$ cat src/rtl/ad7606x_pif_pkg.sv
// Shared types and helpers for the AD7606x parallel-interface responder.
// Optional CRC word is enabled with AD7606X_PIF_CRC_EN (see ad7606x_pif_responder).
package ad7606x_pif_pkg;

  typedef enum logic [1:0] {IDLE, CONVERT, READ} pif_state_e;

  localparam logic [7:0] STATUS_TAG = 8'hA5;

  // Channel word k: channel index in the top nibble, frame counter below it.
  // Returned 32 bits wide; callers cast to their bus width (dw <= 32).
  function automatic logic [31:0] chan_word(input int unsigned dw, input logic [3:0] k,
                                            input logic [31:0] fc);
    logic [31:0] mask;
    mask = (32'd1 << (dw - 4)) - 32'd1;
    return ({28'd0, k} << (dw - 4)) | (fc & mask);
  endfunction

  // Status word {A5, frame_cnt[7:0]}, zero-extended to 32 bits.
  function automatic logic [31:0] status_word(input logic [7:0] fc);
    return {16'd0, STATUS_TAG, fc};
  endfunction

endpackage

$ cat src/rtl/ad7606x_pif_edge_det.sv
// One-flop edge detector: registers the input and flags rise/fall against the live level.
module ad7606x_pif_edge_det (
  input  logic sys_clk,
  input  logic rst,
  input  logic sig,
  output logic fall,
  output logic rise
);

  logic sig_d;

  // Previous level; reset high because the strobes it watches are active low.
  always_ff @(posedge sys_clk or posedge rst) begin
    if (rst) sig_d <= 1'b1;
    else     sig_d <= sig;
  end

  assign fall = ~sig & sig_d;
  assign rise = sig & ~sig_d;

endmodule

$ cat src/rtl/ad7606x_pif_responder.sv
// Device-side responder for the AD7606x parallel interface.
// Define AD7606X_PIF_CRC_EN to append an XOR check word to every frame.
module ad7606x_pif_responder
  import ad7606x_pif_pkg::*;
#(
  parameter int unsigned DATA_WIDTH   = 16,
  parameter int unsigned NUM_CHANNELS = 8,
  parameter int unsigned BUSY_CYCLES  = 20,
  parameter int unsigned CH_CNT_WIDTH = 5
) (
  input  logic                    sys_clk,
  input  logic                    rst,
  input  logic                    status_en,
  input  logic                    cnvst_n,
  input  logic                    cs_n,
  input  logic                    rd_n,
  output logic                    busy,
  output logic [DATA_WIDTH-1:0]   db_o,
  output logic                    db_t,
  output logic                    data_ready,
  output logic                    first_data,
  output logic [CH_CNT_WIDTH-1:0] ch_count,
  output logic                    frame_done,
  output logic                    overrun
);

  localparam int unsigned FCW = DATA_WIDTH - 4;
  localparam int unsigned BCW = $clog2(BUSY_CYCLES + 1);
`ifdef AD7606X_PIF_CRC_EN
  localparam int unsigned EXTRA_WORDS = 1;
`else
  localparam int unsigned EXTRA_WORDS = 0;
`endif

  logic cnv_fall, cnv_rise_unused, rd_fall_raw, rd_fall, rd_rise;

  pif_state_e              state_q, state_d;
  logic [BCW-1:0]          busy_cnt_q, busy_cnt_d;
  logic [CH_CNT_WIDTH-1:0] ch_count_q, ch_count_d;
  logic [DATA_WIDTH-1:0]   db_q, db_d;
  logic                    data_ready_q, data_ready_d;
  logic                    frame_done_q, frame_done_d;
  logic                    overrun_q, overrun_d;
  logic [FCW-1:0]          frame_cnt_q, frame_cnt_d;
  logic                    status_en_q, status_en_d;
  logic [CH_CNT_WIDTH-1:0] num_words;
  logic [DATA_WIDTH-1:0]   word;
`ifdef AD7606X_PIF_CRC_EN
  logic [DATA_WIDTH-1:0]   crc_q, crc_d;
`endif

  ad7606x_pif_edge_det u_cnv_edge (
    .sys_clk (sys_clk),
    .rst     (rst),
    .sig     (cnvst_n),
    .fall    (cnv_fall),
    .rise    (cnv_rise_unused)
  );

  ad7606x_pif_edge_det u_rd_edge (
    .sys_clk (sys_clk),
    .rst     (rst),
    .sig     (rd_n),
    .fall    (rd_fall_raw),
    .rise    (rd_rise)
  );

  assign rd_fall   = rd_fall_raw & ~cs_n;
  assign num_words = CH_CNT_WIDTH'(NUM_CHANNELS + EXTRA_WORDS) + CH_CNT_WIDTH'(status_en_q);

  // Word presented for the read that is about to be accepted (index = ch_count_q).
  always_comb begin
    word = DATA_WIDTH'(chan_word(DATA_WIDTH, 4'(ch_count_q), 32'(frame_cnt_q)));
    if (status_en_q && ch_count_q == CH_CNT_WIDTH'(NUM_CHANNELS)) begin
      word = DATA_WIDTH'(status_word(8'(frame_cnt_q)));
    end
`ifdef AD7606X_PIF_CRC_EN
    if (ch_count_q == num_words - CH_CNT_WIDTH'(1)) word = crc_q;
`endif
  end

  // Conversion/read framing: next state, counters and per-word strobes.
  always_comb begin
    state_d      = state_q;
    busy_cnt_d   = busy_cnt_q;
    ch_count_d   = ch_count_q;
    db_d         = db_q;
    data_ready_d = 1'b0;
    frame_done_d = 1'b0;
    overrun_d    = overrun_q;
    frame_cnt_d  = frame_cnt_q;
    status_en_d  = status_en_q;
`ifdef AD7606X_PIF_CRC_EN
    crc_d        = crc_q;
`endif
    unique case (state_q)
      IDLE: begin
        if (cnv_fall) begin
          state_d     = CONVERT;
          busy_cnt_d  = BCW'(BUSY_CYCLES);
          ch_count_d  = '0;
          status_en_d = status_en;
`ifdef AD7606X_PIF_CRC_EN
          crc_d       = '0;
`endif
        end
      end
      CONVERT: begin
        if (cnv_fall) overrun_d = 1'b1;
        busy_cnt_d = busy_cnt_q - BCW'(1);
        if (busy_cnt_q == BCW'(1)) state_d = READ;
      end
      READ: begin
        if (cnv_fall) overrun_d = 1'b1;
        if (ch_count_q == num_words) begin
          // All words delivered: only the trailing read release matters now.
          if (rd_rise) begin
            frame_done_d = 1'b1;
            state_d      = IDLE;
            ch_count_d   = '0;
            frame_cnt_d  = frame_cnt_q + FCW'(1);
          end
        end else if (rd_fall) begin
          data_ready_d = 1'b1;
          ch_count_d   = ch_count_q + CH_CNT_WIDTH'(1);
          db_d         = word;
`ifdef AD7606X_PIF_CRC_EN
          crc_d        = crc_q ^ word;
`endif
        end
      end
      default: state_d = IDLE;
    endcase
  end

  // State and output registers.
  always_ff @(posedge sys_clk or posedge rst) begin
    if (rst) begin
      state_q      <= IDLE;
      busy_cnt_q   <= '0;
      ch_count_q   <= '0;
      db_q         <= '0;
      data_ready_q <= 1'b0;
      frame_done_q <= 1'b0;
      overrun_q    <= 1'b0;
      frame_cnt_q  <= '0;
      status_en_q  <= 1'b0;
`ifdef AD7606X_PIF_CRC_EN
      crc_q        <= '0;
`endif
    end else begin
      state_q      <= state_d;
      busy_cnt_q   <= busy_cnt_d;
      ch_count_q   <= ch_count_d;
      db_q         <= db_d;
      data_ready_q <= data_ready_d;
      frame_done_q <= frame_done_d;
      overrun_q    <= overrun_d;
      frame_cnt_q  <= frame_cnt_d;
      status_en_q  <= status_en_d;
`ifdef AD7606X_PIF_CRC_EN
      crc_q        <= crc_d;
`endif
    end
  end

  assign busy       = (state_q == CONVERT);
  assign db_t       = cs_n | (state_q != READ);
  assign db_o       = db_q;
  assign data_ready = data_ready_q;
  assign first_data = (ch_count_q == CH_CNT_WIDTH'(1));
  assign ch_count   = ch_count_q;
  assign frame_done = frame_done_q;
  assign overrun    = overrun_q;

endmodule

$ cat config.mk
export PLATFORM = sky130hd
export DESIGN_NAME = ad7606x_pif_responder
export DESIGN_NICKNAME = d
export VERILOG_FILES = /design/src/rtl/ad7606x_pif_pkg.sv /design/src/rtl/ad7606x_pif_edge_det.sv /design/src/rtl/ad7606x_pif_responder.sv
export SDC_FILE = /design/constraint.sdc
export NUM_CORES = 1
export LEC_CHECK = 0
export CORE_ASPECT_RATIO = 0.5
export CORE_MARGIN = 2
export CORE_UTILIZATION = 54
export CTS_CLUSTER_SIZE = 20
export DETAILED_ROUTE_END_ITERATION = 8
export PLACE_DENSITY = 0.8
export SLEW_MARGIN = 25
export SYNTH_ARGS = -nofsm -noshare
export SYNTH_HDL_FRONTEND = slang
export SYNTH_HIERARCHICAL = 1
export SYNTH_SLANG_ARGS = --single-unit
$ cat constraint.sdc
create_clock -name sys_clk -period 2.49 [get_ports sys_clk]
set_input_delay 0.498 -clock sys_clk [delete_from_list [all_inputs] [get_ports sys_clk]]
set_output_delay 0.498 -clock sys_clk [all_outputs]
set_load 0.05 [all_outputs]
==> results of run 1 <==
## layout make-up
class,count,area (um2),area share
Tap cell,54,67.6,0.0247
Sequential cell,46,1150,0.421
Clock buffer,6,72.6,0.0265
Multi-Input combinational cell,153,1000,0.366
Inverter,19,73.8,0.0270
Clock inverter,2,13.8,0.00503
Timing Repair Buffer,36,355,0.130
## cell usage in the layout (no fill, tap or decap), types with 6 or more instances in the layout
cell,n
sky130_fd_sc_hd__inv_1,18
sky130_fd_sc_hd__dfrtp_1,44
sky130_fd_sc_hd__o21ai_0,11
sky130_fd_sc_hd__nor2_1,9
sky130_fd_sc_hd__nand2_1,45
sky130_fd_sc_hd__clkdlybuf4s50_1,29
sky130_fd_sc_hd__xor2_1,10
sky130_fd_sc_hd__nand3_1,11
sky130_fd_sc_hd__ha_1,10
sky130_fd_sc_hd__buf_4,6
## worst reg2reg max path, stage by stage (launching register included)
cell                       delay, ps
sky130_fd_sc_hd__dfrtp_1         480
sky130_fd_sc_hd__nor4b_4         480
sky130_fd_sc_hd__a31oi_2         220
sky130_fd_sc_hd__a211oi_2        240
sky130_fd_sc_hd__mux2_1          350
## flip-flops by register name, indices dropped and copies added (netlist names)
signal and cells:
u_cnv_edge/sig_d 1, frame_done 1, u_rd_edge/sig_d 1, status_en_q 1
frame_cnt_q 12, busy_cnt_q 5, state_q 2, data_ready 1
ch_count 5, overrun 1, db_o 16
## per-layer routing
metal | track usage | vias to the layer above | part of all wire
li1 | - | 831 | -
met1 | 0.258 | 837 | 0.47
met2 | 0.338 | 31 | 0.48
met3 | 0.0612 | 4 | 0.043
met4 | 0.0500 | 0 | 0.0088
met5 | 0 | - | 0
## power breakdown
group / total [mW] / switching, mW / leakage [nW] / internal [mW]
registers: 0.933 / 0.0855 / 0.608 / 0.848
clock network: 0.449 / 0.251 / 0.0452 / 0.198
logic: 0.750 / 0.463 / 0.643 / 0.287
## metrics by stage
step                area (um2)  utilization
detailed placement        2650        0.669
floorplan                 2270            -
CTS                       2740        0.691
global placement          2650        0.669
global route              2740        0.691
finish                    2740        0.691
## how the worst min path moves through the flow
stage	slack (ps)	start	to
after global routing	490	overrun$_DFFE_PP0P_	overrun$_DFFE_PP0P_
after global placement	450	overrun$_DFFE_PP0P_	overrun$_DFFE_PP0P_
after CTS	470	overrun$_DFFE_PP0P_	overrun$_DFFE_PP0P_
after floorplan	390	rst	u_cnv_edge/sig_d$_DFF_PP1_
after detailed placement	450	overrun$_DFFE_PP0P_	overrun$_DFFE_PP0P_
final	470	db_o[9]$_DFFE_PP0P_	db_o[9]$_DFFE_PP0P_
==> qor.yml, run 1 <==
reg2reg_from: "ch_count[2]$_DFFE_PP0P_"
timing.critical_path.from: "ch_count[2]$_DFFE_PP0P_"
nFillCells: 302
clkLatencyLatePin_ps: 300
postSynthAreaPerCell_um2: 10.2
critical_path.top_delay_family: "buffers and inverters"
cts-hold-fix-buffers: 0
number_of_nets_in_the_finished_design: 277
finalHoldWorstSlack_ps: 471
antenna_diodes: 0
floorplan.initialDensity: 0.572
grt.overflow.total: 0
buffer_ports.inserted: 32
number_of_levels_in_the_clock_h_tree: 2
first_global_vias: 1578
clock_skew_ps: 7.62
floorplan.die.height_um: 49.8
top_level_ports: 33
setup_slack_of_the_critical_path_after_layout_ps: 322
static-leakage-power_nw: 1.30
pre_cts_ws_ps: 306
critical_path_arrival_ps: 1670
ctsLongestPathBuffers: 2
routed_wire_length_per_instance_um: 13.7
detailed_router_s_first_iteration_violation_count: 54
cp.buffers_inverters: 1
worst_hold_path.num_cells: 2
gr-usage-all-layers: 0.202
syn-instance-count: 223
core_area_um2: 3960
cp_cell_sequence: "clkdlybuf4s50_1"
post_cts.repair.setup_buffers: 0
vdd.ir_drop.worst_v: 0.000550
worstMarginPinSlew_ps: 498
cts_sinks: 46
drt_wl_total_um: 4330
grt_first_pass_wirelength_um: 7250
worst_slew_margin_rel: 0.667
critical_path.max_fanout: 7
syn_area_um2: 2270
worst_setup_path_end_kind: "primary output"
fmaxAchievable_mhz: 461
clkTransAtPathRegs_ps: 90
detailedRoute.firstPassIterationCount: 4
clock-root-buffer: "sky130_fd_sc_hd__clkbuf_8"
antenna_left: 0
power.density_nw_per_um2: 779
yosysWarningCount: 6
areaGrowthSynthToFinish_pct: 20.8
placement_rows: 16
design.die.area_um2: 4760
setup-tns-final_ps: 0
grt_setup_unrepaired: "false"
dp.cells: 308
cts_buffers: 5
rr_endpoint: "state_q[0]$_DFFE_PP0P_"
gpl_wtd_cong: 0.867
worstSetupEndpoint: "ch_count[2]"
grt_antenna_before_repair: 0
ctsResizeCount: 0
totalPowerFinal_mw: 2.13
number_of_maximum_capacitance_violations: 0
non_filler_cells_final: 316
status: "finished clean"
final_period_minus_worst_setup_slack_ps: 2170
drt_drc_violations_left: 0
die_w_um: 95.6
hold_viol_final: 0
setup_viol: 0
syn-num-nets: 239
rr_worst_depth: 4
timing.final.max_slew_violations: 0
grt_start_max_net_pins: 31
timing.final.crit_share: 0.871
worst-setup-path-type: "reg2out"
cp_num_cells: 1
timing.reg2reg.setup_slack_ps: 610
avgViaCountPerCell: 5.39
tritoncts: "yes"
detailroute.via_count: 1703
slowest_stage: "sky130_fd_sc_hd__clkdlybuf4s50_1"
timing.critical_path.required_ps: 1990
layout_cell_share_with_drive_strength_beyond_1: 0.115
dp.final_hpwl_um: 3120
cp_slowest_stage_delay_ps: 860
worst_setup_path_start_kind: "flip-flop"
min-delay-path-class: "reg2reg"
No activity file was read; power rests on OpenSTA's default activity.
==> inputs of run 2 (changes only) <==
- ABC_AREA: unset -> 1
- CORE_MARGIN: 2 -> 10
==> run 2 against run 1 <==
Effect of this change:
- register-to-register slack improved by 90 ps
- critical path depth unchanged
- worst setup slack improved by 63 ps
- cell count rose by 21%
- sequential power shrank 1%
- global-route usage fell by 5.9 points
- hold slack got worse by 6.9 ps
- area after synthesis grew 5.4%
- first-iteration DRC count is 52% higher
- critical path type unchanged
==> qor.yml, run 2 <==
cp_slowest_stage_delay_ps: 840  # was 860 ps
critical_path_arrival_ps: 1610  # was 1670 ps
number_of_levels_in_the_clock_h_tree: 2  # unchanged
clkPwrFrac: 0.246  # was 0.211
grt_antenna_before_repair: 0  # unchanged
final_period_minus_worst_setup_slack_ps: 2110  # was 2170 ps
postLayoutCoreUtil: 0.699  # was 0.691
first_global_vias: 1982  # was 1578
largest_register_ff_count: 16  # unchanged
finalHoldWorstSlack_ps: 464  # was 471 ps
intPower_mw: 1.40  # was 1.33 mW
gpl_wtd_cong: 0.845  # was 0.867
syn-instance-count: 291  # was 223
top_level_ports: 33  # unchanged
cp_num_cells: 1  # unchanged
groute.layer.met1.usage: 0.163  # was 0.258
static-leakage-power_nw: 1.44  # was 1.30 nW
grt.overflow.total: 0  # unchanged
netSwitchingPower_mw: 0.844  # was 0.799 mW
fmaxAchievable_mhz: 475  # was 461 MHz
critical_path.max_fanout: 6  # was 7
top_usage_layer: "met2"  # unchanged
min-delay-path-class: "reg2reg"  # unchanged
dp.final_hpwl_um: 3730  # was 3120 um
clock-root-buffer: "sky130_fd_sc_hd__clkbuf_8"  # unchanged
global_route.usage.met3: 0.0411  # was 0.0612
cp.buffers_inverters: 1  # unchanged
postSynthAreaPerCell_um2: 8.21  # was 10.2 um2
detailedRoute.firstPassIterationCount: 4  # unchanged
die_w_um: 114  # was 95.6 um
status: "finished clean"  # unchanged
floorplan.die.height_um: 67.0  # was 49.8 um
worst_slew_margin_rel: 0.638  # was 0.667
design.die.area_um2: 7650  # was 4760 um2
timing.final.crit_share: 0.845  # was 0.871
syn_area_um2: 2390  # was 2270 um2
core_area_um2: 4080  # was 3960 um2
cts_sinks: 46  # unchanged
areaGrowthSynthToFinish_pct: 19.6  # was 20.8%
avgViaCountPerCell: 5.12  # was 5.39
number_of_maximum_capacitance_violations: 0  # unchanged
hold_viol_final: 0  # unchanged
setup_viol: 0  # unchanged
critical_path.top_delay_family: "buffers and inverters"  # unchanged
floorplan.initialDensity: 0.585  # was 0.572
placement_rows: 16  # unchanged
worst_hold_path.num_cells: 1  # was 2
number_of_nets_in_the_finished_design: 343  # was 277
power.density_nw_per_um2: 787  # was 779 nW/um2
regArea_um2: 1150  # unchanged
timing.final.max_slew_violations: 0  # unchanged
cts-hold-fix-buffers: 0  # unchanged
drt_wl_total_um: 4970  # was 4330 um
grt_setup_unrepaired: "false"  # unchanged
antenna_diodes: 0  # unchanged
ctsResizeCount: 0  # unchanged
leading_cell_types_in_the_layout_fill_and_taps_excluded: "105 x sky130_fd_sc_hd__nand2_1, 44 x sky130_fd_sc_hd__dfrtp_1, 34 x sky130_fd_sc_hd__inv_1, 29 x sky130_fd_sc_hd__clkdlybuf4s50_1, 20 x sky130_fd_sc_hd__nor2_1"  # was 45 x sky130_fd_sc_hd__nand2_1, 44 x sky130_fd_sc_hd__dfrtp_1, 29 x sky130_fd_sc_hd__clkdlybuf4s50_1, 18 x sky130_fd_sc_hd__inv_1
tritoncts: "yes"  # unchanged
nFillCells: 329  # was 302
worst_setup_path_end_kind: "primary output"  # unchanged
seq_power_share: 0.410  # was 0.438
grt_start_max_net_pins: 33  # was 31
syn-num-nets: 307  # was 239
setup-tns-final_ps: 0  # unchanged
post_cts.repair.setup_buffers: 0  # unchanged
worst-setup-path-type: "reg2out"  # unchanged
grt_first_pass_wirelength_um: 8880  # was 7250 um
ctsLongestPathBuffers: 2  # unchanged
global_route_met2_utilization: 0.248  # was 0.338
cp_cell_sequence: "clkdlybuf4s50_1"  # unchanged
layout.cell_area.non_filler_um2: 2860  # was 2740 um2
mostFrequentLayoutCell: "sky130_fd_sc_hd__nand2_1"  # unchanged
worst_setup_path_start_kind: "flip-flop"  # unchanged
vdd.ir_drop.worst_v: 0.000654  # was 0.000550 V
routed_wire_length_per_instance_um: 13.0  # was 13.7 um
pre_cts_ws_ps: 348  # was 306 ps
cts_buffers: 5  # unchanged
rr_worst_depth: 7  # was 4
multi_input_area_um2: 1050  # was 1000 um2
gr-usage-all-layers: 0.143  # was 0.202
drt_drc_violations_left: 0  # unchanged
clkTransAtPathRegs_ps: 80  # was 90 ps
placed_area_um2: 2750  # was 2650 um2
clkLatencyLatePin_ps: 300  # about the same
antenna_left: 0  # unchanged
worstMarginPinSlew_ps: 543  # was 498 ps
timing.critical_path.required_ps: 1990  # about the same
setup_slack_of_the_critical_path_after_layout_ps: 385  # was 322 ps
logic_pwr_share: 0.345  # was 0.352
detailroute.via_count: 1956  # was 1703
slowest_stage: "sky130_fd_sc_hd__clkdlybuf4s50_1"  # unchanged
detailed_router_s_first_iteration_violation_count: 82  # was 54
layout_cell_share_with_drive_strength_beyond_1: 0.101  # was 0.115
yosysWarningCount: 6  # unchanged
buffer_ports.inserted: 32  # unchanged
power.switching_fraction: 0.376  # was 0.375
clock_skew_ps: 6.24  # was 7.62 ps
[run 2: area by class of cell]
class / count / share of cell area
Clock buffer: 7 / 0.0267
Clock inverter: 1 / 0.0105
Inverter: 37 / 0.0486
Multi-Input combinational cell: 203 / 0.367
Sequential cell: 46 / 0.404
Tap cell: 54 / 0.0237
Timing Repair Buffer: 34 / 0.119
[run 2: path summary, 6_finish.rpt]
check,start,end,slack [ps]
setup reg to reg,state_q[0]$_DFFE_PP0P_,frame_cnt_q[7]$_DFFE_PP0P_,700
hold reg to reg,overrun$_DFFE_PP0P_,overrun$_DFFE_PP0P_,460
min in group asynchronous,rst,u_cnv_edge/sig_d$_DFF_PP1_,540
hold / removal,overrun$_DFFE_PP0P_,overrun$_DFFE_PP0P_,460
max in group asynchronous,rst,frame_cnt_q[11]$_DFFE_PP0P_,1340
setup / recovery,ch_count[2]$_DFFE_PP0P_,ch_count[2],380
[run 2: routing by layer]
layer,vias up,share of wire
li1,979,-
met1,919,0.44
met2,48,0.48
met3,10,0.061
met4,0,0.018
met5,-,0
[run 2: power by group through the flow]
stage / sequential (mW) / combinational, mW / clock (mW)
finish: 0.921 / 0.774 / 0.552
global route: 0.932 / 0.877 / 0.588
CTS: 0.919 / 0.780 / 0.560
detailed placement: 0.930 / 0.776 / 0
global placement: 0.923 / 0.748 / 0
floorplan: 1.05 / 0.437 / 0
[run 2: per-stage QoR]
step | power, mW | std cells
2_1_floorplan | 1.49 | 291
3_3_place_gp | 1.67 | 374
3_5_place_dp | 1.71 | 374
4_1_cts | 2.26 | 382
5_1_grt | 2.40 | 382
6_report | 2.25 | 382
==> inputs of run 3 (changes only) <==
- clock period: 2.49 -> 2.1 ns (I/O delays scaled with it)
==> run 3 against run 2 <==
Effect of this change:
- via count fell by 1.2%
- core utilization rose by 1.3 points
- non-clock buffer count rose by 4
- clock skew rose by 4.6 ps
- register-to-register slack got worse by 390 ps
- cell count rose by 1.0%
- clock power rose by 17%
- sequential power rose by 19%
- sequential share of layout area fell by 0.76 points
- routed wire length rose by 2.4%
- cell area rose by 1.9%
- power rose by 20%
==> qor.yml, run 3 (synthesis results as in run 2) <==
grt_start_max_net_pins: 29  # was 33
critical_path.top_delay_family: "buffers and inverters"  # unchanged
clock-root-buffer: "sky130_fd_sc_hd__clkbuf_8"  # unchanged
cts_buffers: 5  # unchanged
top_level_ports: 33  # unchanged
grt.overflow.total: 0  # unchanged
layout_cell_share_with_drive_strength_beyond_1: 0.117  # was 0.101
critical_path.max_fanout: 6  # unchanged
setup_viol: 0  # unchanged
ctsResizeCount: 0  # unchanged
final_period_minus_worst_setup_slack_ps: 2040
floorplan.die.height_um: 67.0  # unchanged
ctsLongestPathBuffers: 2  # unchanged
worstSetupEndpoint: "ch_count[2]"  # unchanged
cp_slowest_stage_delay_ps: 850  # was 840 ps
post_cts.repair.setup_buffers: 0  # unchanged
gr-usage-all-layers: 0.137  # was 0.143
rr_endpoint: "busy_cnt_q[4]$_DFFE_PP0P_"  # was frame_cnt_q[7]$_DFFE_PP0P_
core_area_um2: 4080  # unchanged
grt_antenna_before_repair: 0  # unchanged
design.die.area_um2: 7650  # unchanged
antenna_left: 0  # unchanged
worst_setup_path_start_kind: "flip-flop"  # unchanged
topmost_layer_with_routed_signal_wires: "met4"  # unchanged
dp.final_hpwl_um: 3870  # was 3730 um
die_w_um: 114  # unchanged
cp_cell_sequence: "clkdlybuf4s50_1"  # unchanged
number_of_maximum_capacitance_violations: 0  # unchanged
totalPowerFinal_mw: 2.70  # was 2.25 mW
detailedRoute.firstPassIterationCount: 5  # was 4
setup_slack_of_the_critical_path_after_layout_ps: 63.5  # was 385 ps
cts-hold-fix-buffers: 0  # unchanged
mostFrequentLayoutCell: "sky130_fd_sc_hd__nand2_1"  # unchanged
timing.critical_path.from: "ch_count[2]$_DFFE_PP0P_"  # unchanged
clkTransAtPathRegs_ps: 90  # was 80 ps
areaGrowthSynthToFinish_pct: 21.9  # was 19.6%
status: "finished clean"  # unchanged
worst_slew_margin_rel: 0.659  # was 0.638
clock_skew_ps: 10.8  # was 6.24 ps
m1WireLength_um: 2330  # was 2190 um
fmaxAchievable_mhz: 491
finalHoldWorstSlack_ps: 467  # was 464 ps
grt_setup_unrepaired: "false"  # unchanged
worst_setup_path_end_kind: "primary output"  # unchanged
timing.critical_path.required_ps: 1680  # was 1990 ps
gpl_wtd_cong: 0.868  # was 0.845
buffer_ports.inserted: 32  # unchanged
antenna_diodes: 0  # unchanged
drt_drc_violations_left: 0  # unchanged
placement_rows: 16  # unchanged
min-delay-path-class: "in2async"  # was reg2reg
slowest_stage: "sky130_fd_sc_hd__clkdlybuf4s50_1"  # unchanged
number_of_nets_in_the_finished_design: 347  # was 343
power.density_nw_per_um2: 927  # was 787 nW/um2
worst-setup-path-type: "reg2out"  # unchanged
rr_worst_depth: 7  # unchanged
cts_sinks: 46  # unchanged
static-leakage-power_nw: 1.47  # was 1.44 nW
number_of_levels_in_the_clock_h_tree: 2  # unchanged
cp_num_cells: 1  # unchanged
critical_path_arrival_ps: 1620  # was 1610 ps
setup-tns-final_ps: 0  # unchanged
grt_first_pass_wirelength_um: 8610  # was 8880 um
timing.reg2reg.setup_slack_ps: 310  # was 700 ps
largest_register_ff_count: 16  # unchanged
leading_cell_types_in_the_layout_fill_and_taps_excluded: "105 x sky130_fd_sc_hd__nand2_1, 44 x sky130_fd_sc_hd__dfrtp_1, 34 x sky130_fd_sc_hd__inv_1, 28 x sky130_fd_sc_hd__clkdlybuf4s50_1"  # was 105 x sky130_fd_sc_hd__nand2_1, 44 x sky130_fd_sc_hd__dfrtp_1, 34 x sky130_fd_sc_hd__inv_1, 29 x sky130_fd_sc_hd__clkdlybuf4s50_1, 20 x sky130_fd_sc_hd__nor2_1
detailed_router_s_first_iteration_violation_count: 140  # was 82
drt_wl_total_um: 5090  # was 4970 um
reg2reg_from: "state_q[1]$_DFFE_PP0P_"  # was state_q[0]$_DFFE_PP0P_
vdd.ir_drop.worst_v: 0.000832  # was 0.000654 V
wl_met3_um: 277  # was 304 um
timing.final.max_slew_violations: 0  # unchanged
detailroute.via_count: 1932  # was 1956
routed_wire_length_per_instance_um: 13.2  # was 13.0 um
cp.buffers_inverters: 1  # unchanged
dp.cells: 378  # was 374
non_filler_cells_final: 386  # was 382
hold_viol_final: 0  # unchanged
clkLatencyLatePin_ps: 290  # was 300 ps
worstMarginPinSlew_ps: 510  # was 543 ps
first_global_vias: 1837  # was 1982
routed-wl-met2_um: 2480  # was 2390 um
floorplan.initialDensity: 0.585  # unchanged
pre_cts_ws_ps: 75.6  # was 348 ps
avgViaCountPerCell: 5.01  # was 5.12
timing.final.crit_share: 0.970
tritoncts: "yes"  # unchanged
==> run 3: changes by cell type in the layout (fill, tap and decap cells not counted), sizes merged <==
cell	change
buf	+5
clkdlybuf4s50	-1
==> run 3: stage by stage <==
stage               utilization  area (um2)
floorplan                     -        2390
global placement          0.687        2810
detailed placement        0.687        2810
CTS                       0.713        2910
global route              0.713        2910
finish                    0.713        2910
==> run 3: worst min-delay path by stage <==
| stage | endpoint | slack, ps | cells after the start |
|---|---|---|---|
| 2_1_floorplan | u_cnv_edge/sig_d$_DFF_PP1_ | 310 | 1 |
| 3_3_place_gp | overrun$_DFFE_PP0P_ | 440 | 1 |
| 3_5_place_dp | overrun$_DFFE_PP0P_ | 450 | 1 |
| 4_1_cts | u_cnv_edge/sig_d$_DFF_PP1_ | 460 | 2 |
| 5_1_grt | u_cnv_edge/sig_d$_DFF_PP1_ | 460 | 2 |
| 6_report | u_cnv_edge/sig_d$_DFF_PP1_ | 470 | 2 |
==> run 3: area by class of cell <==
type	instances	area [um2]
Fill cell	320	1170
Sequential cell	46	1150
Multi-Input combinational cell	203	1050
Timing Repair Buffer	38	393
Inverter	37	139
Clock buffer	7	76.3
Tap cell	54	67.6
Clock inverter	1	30.0
==> run 3: where the power goes <==
| group | internal [mW] | leakage (nW) | total, mW | switching, mW |
|---|---|---|---|---|
| clock network | 0.357 | 0.0524 | 0.648 | 0.291 |
| registers | 1.01 | 0.587 | 1.10 | 0.0894 |
| logic | 0.344 | 0.829 | 0.955 | 0.612 |
==> run 3: layer usage <==
layer  global-route usage  vias up
met5                    0        -
met4               0.0264        0
met3               0.0465        2
met2                0.237       34
met1                0.164      911
li1                     -      985
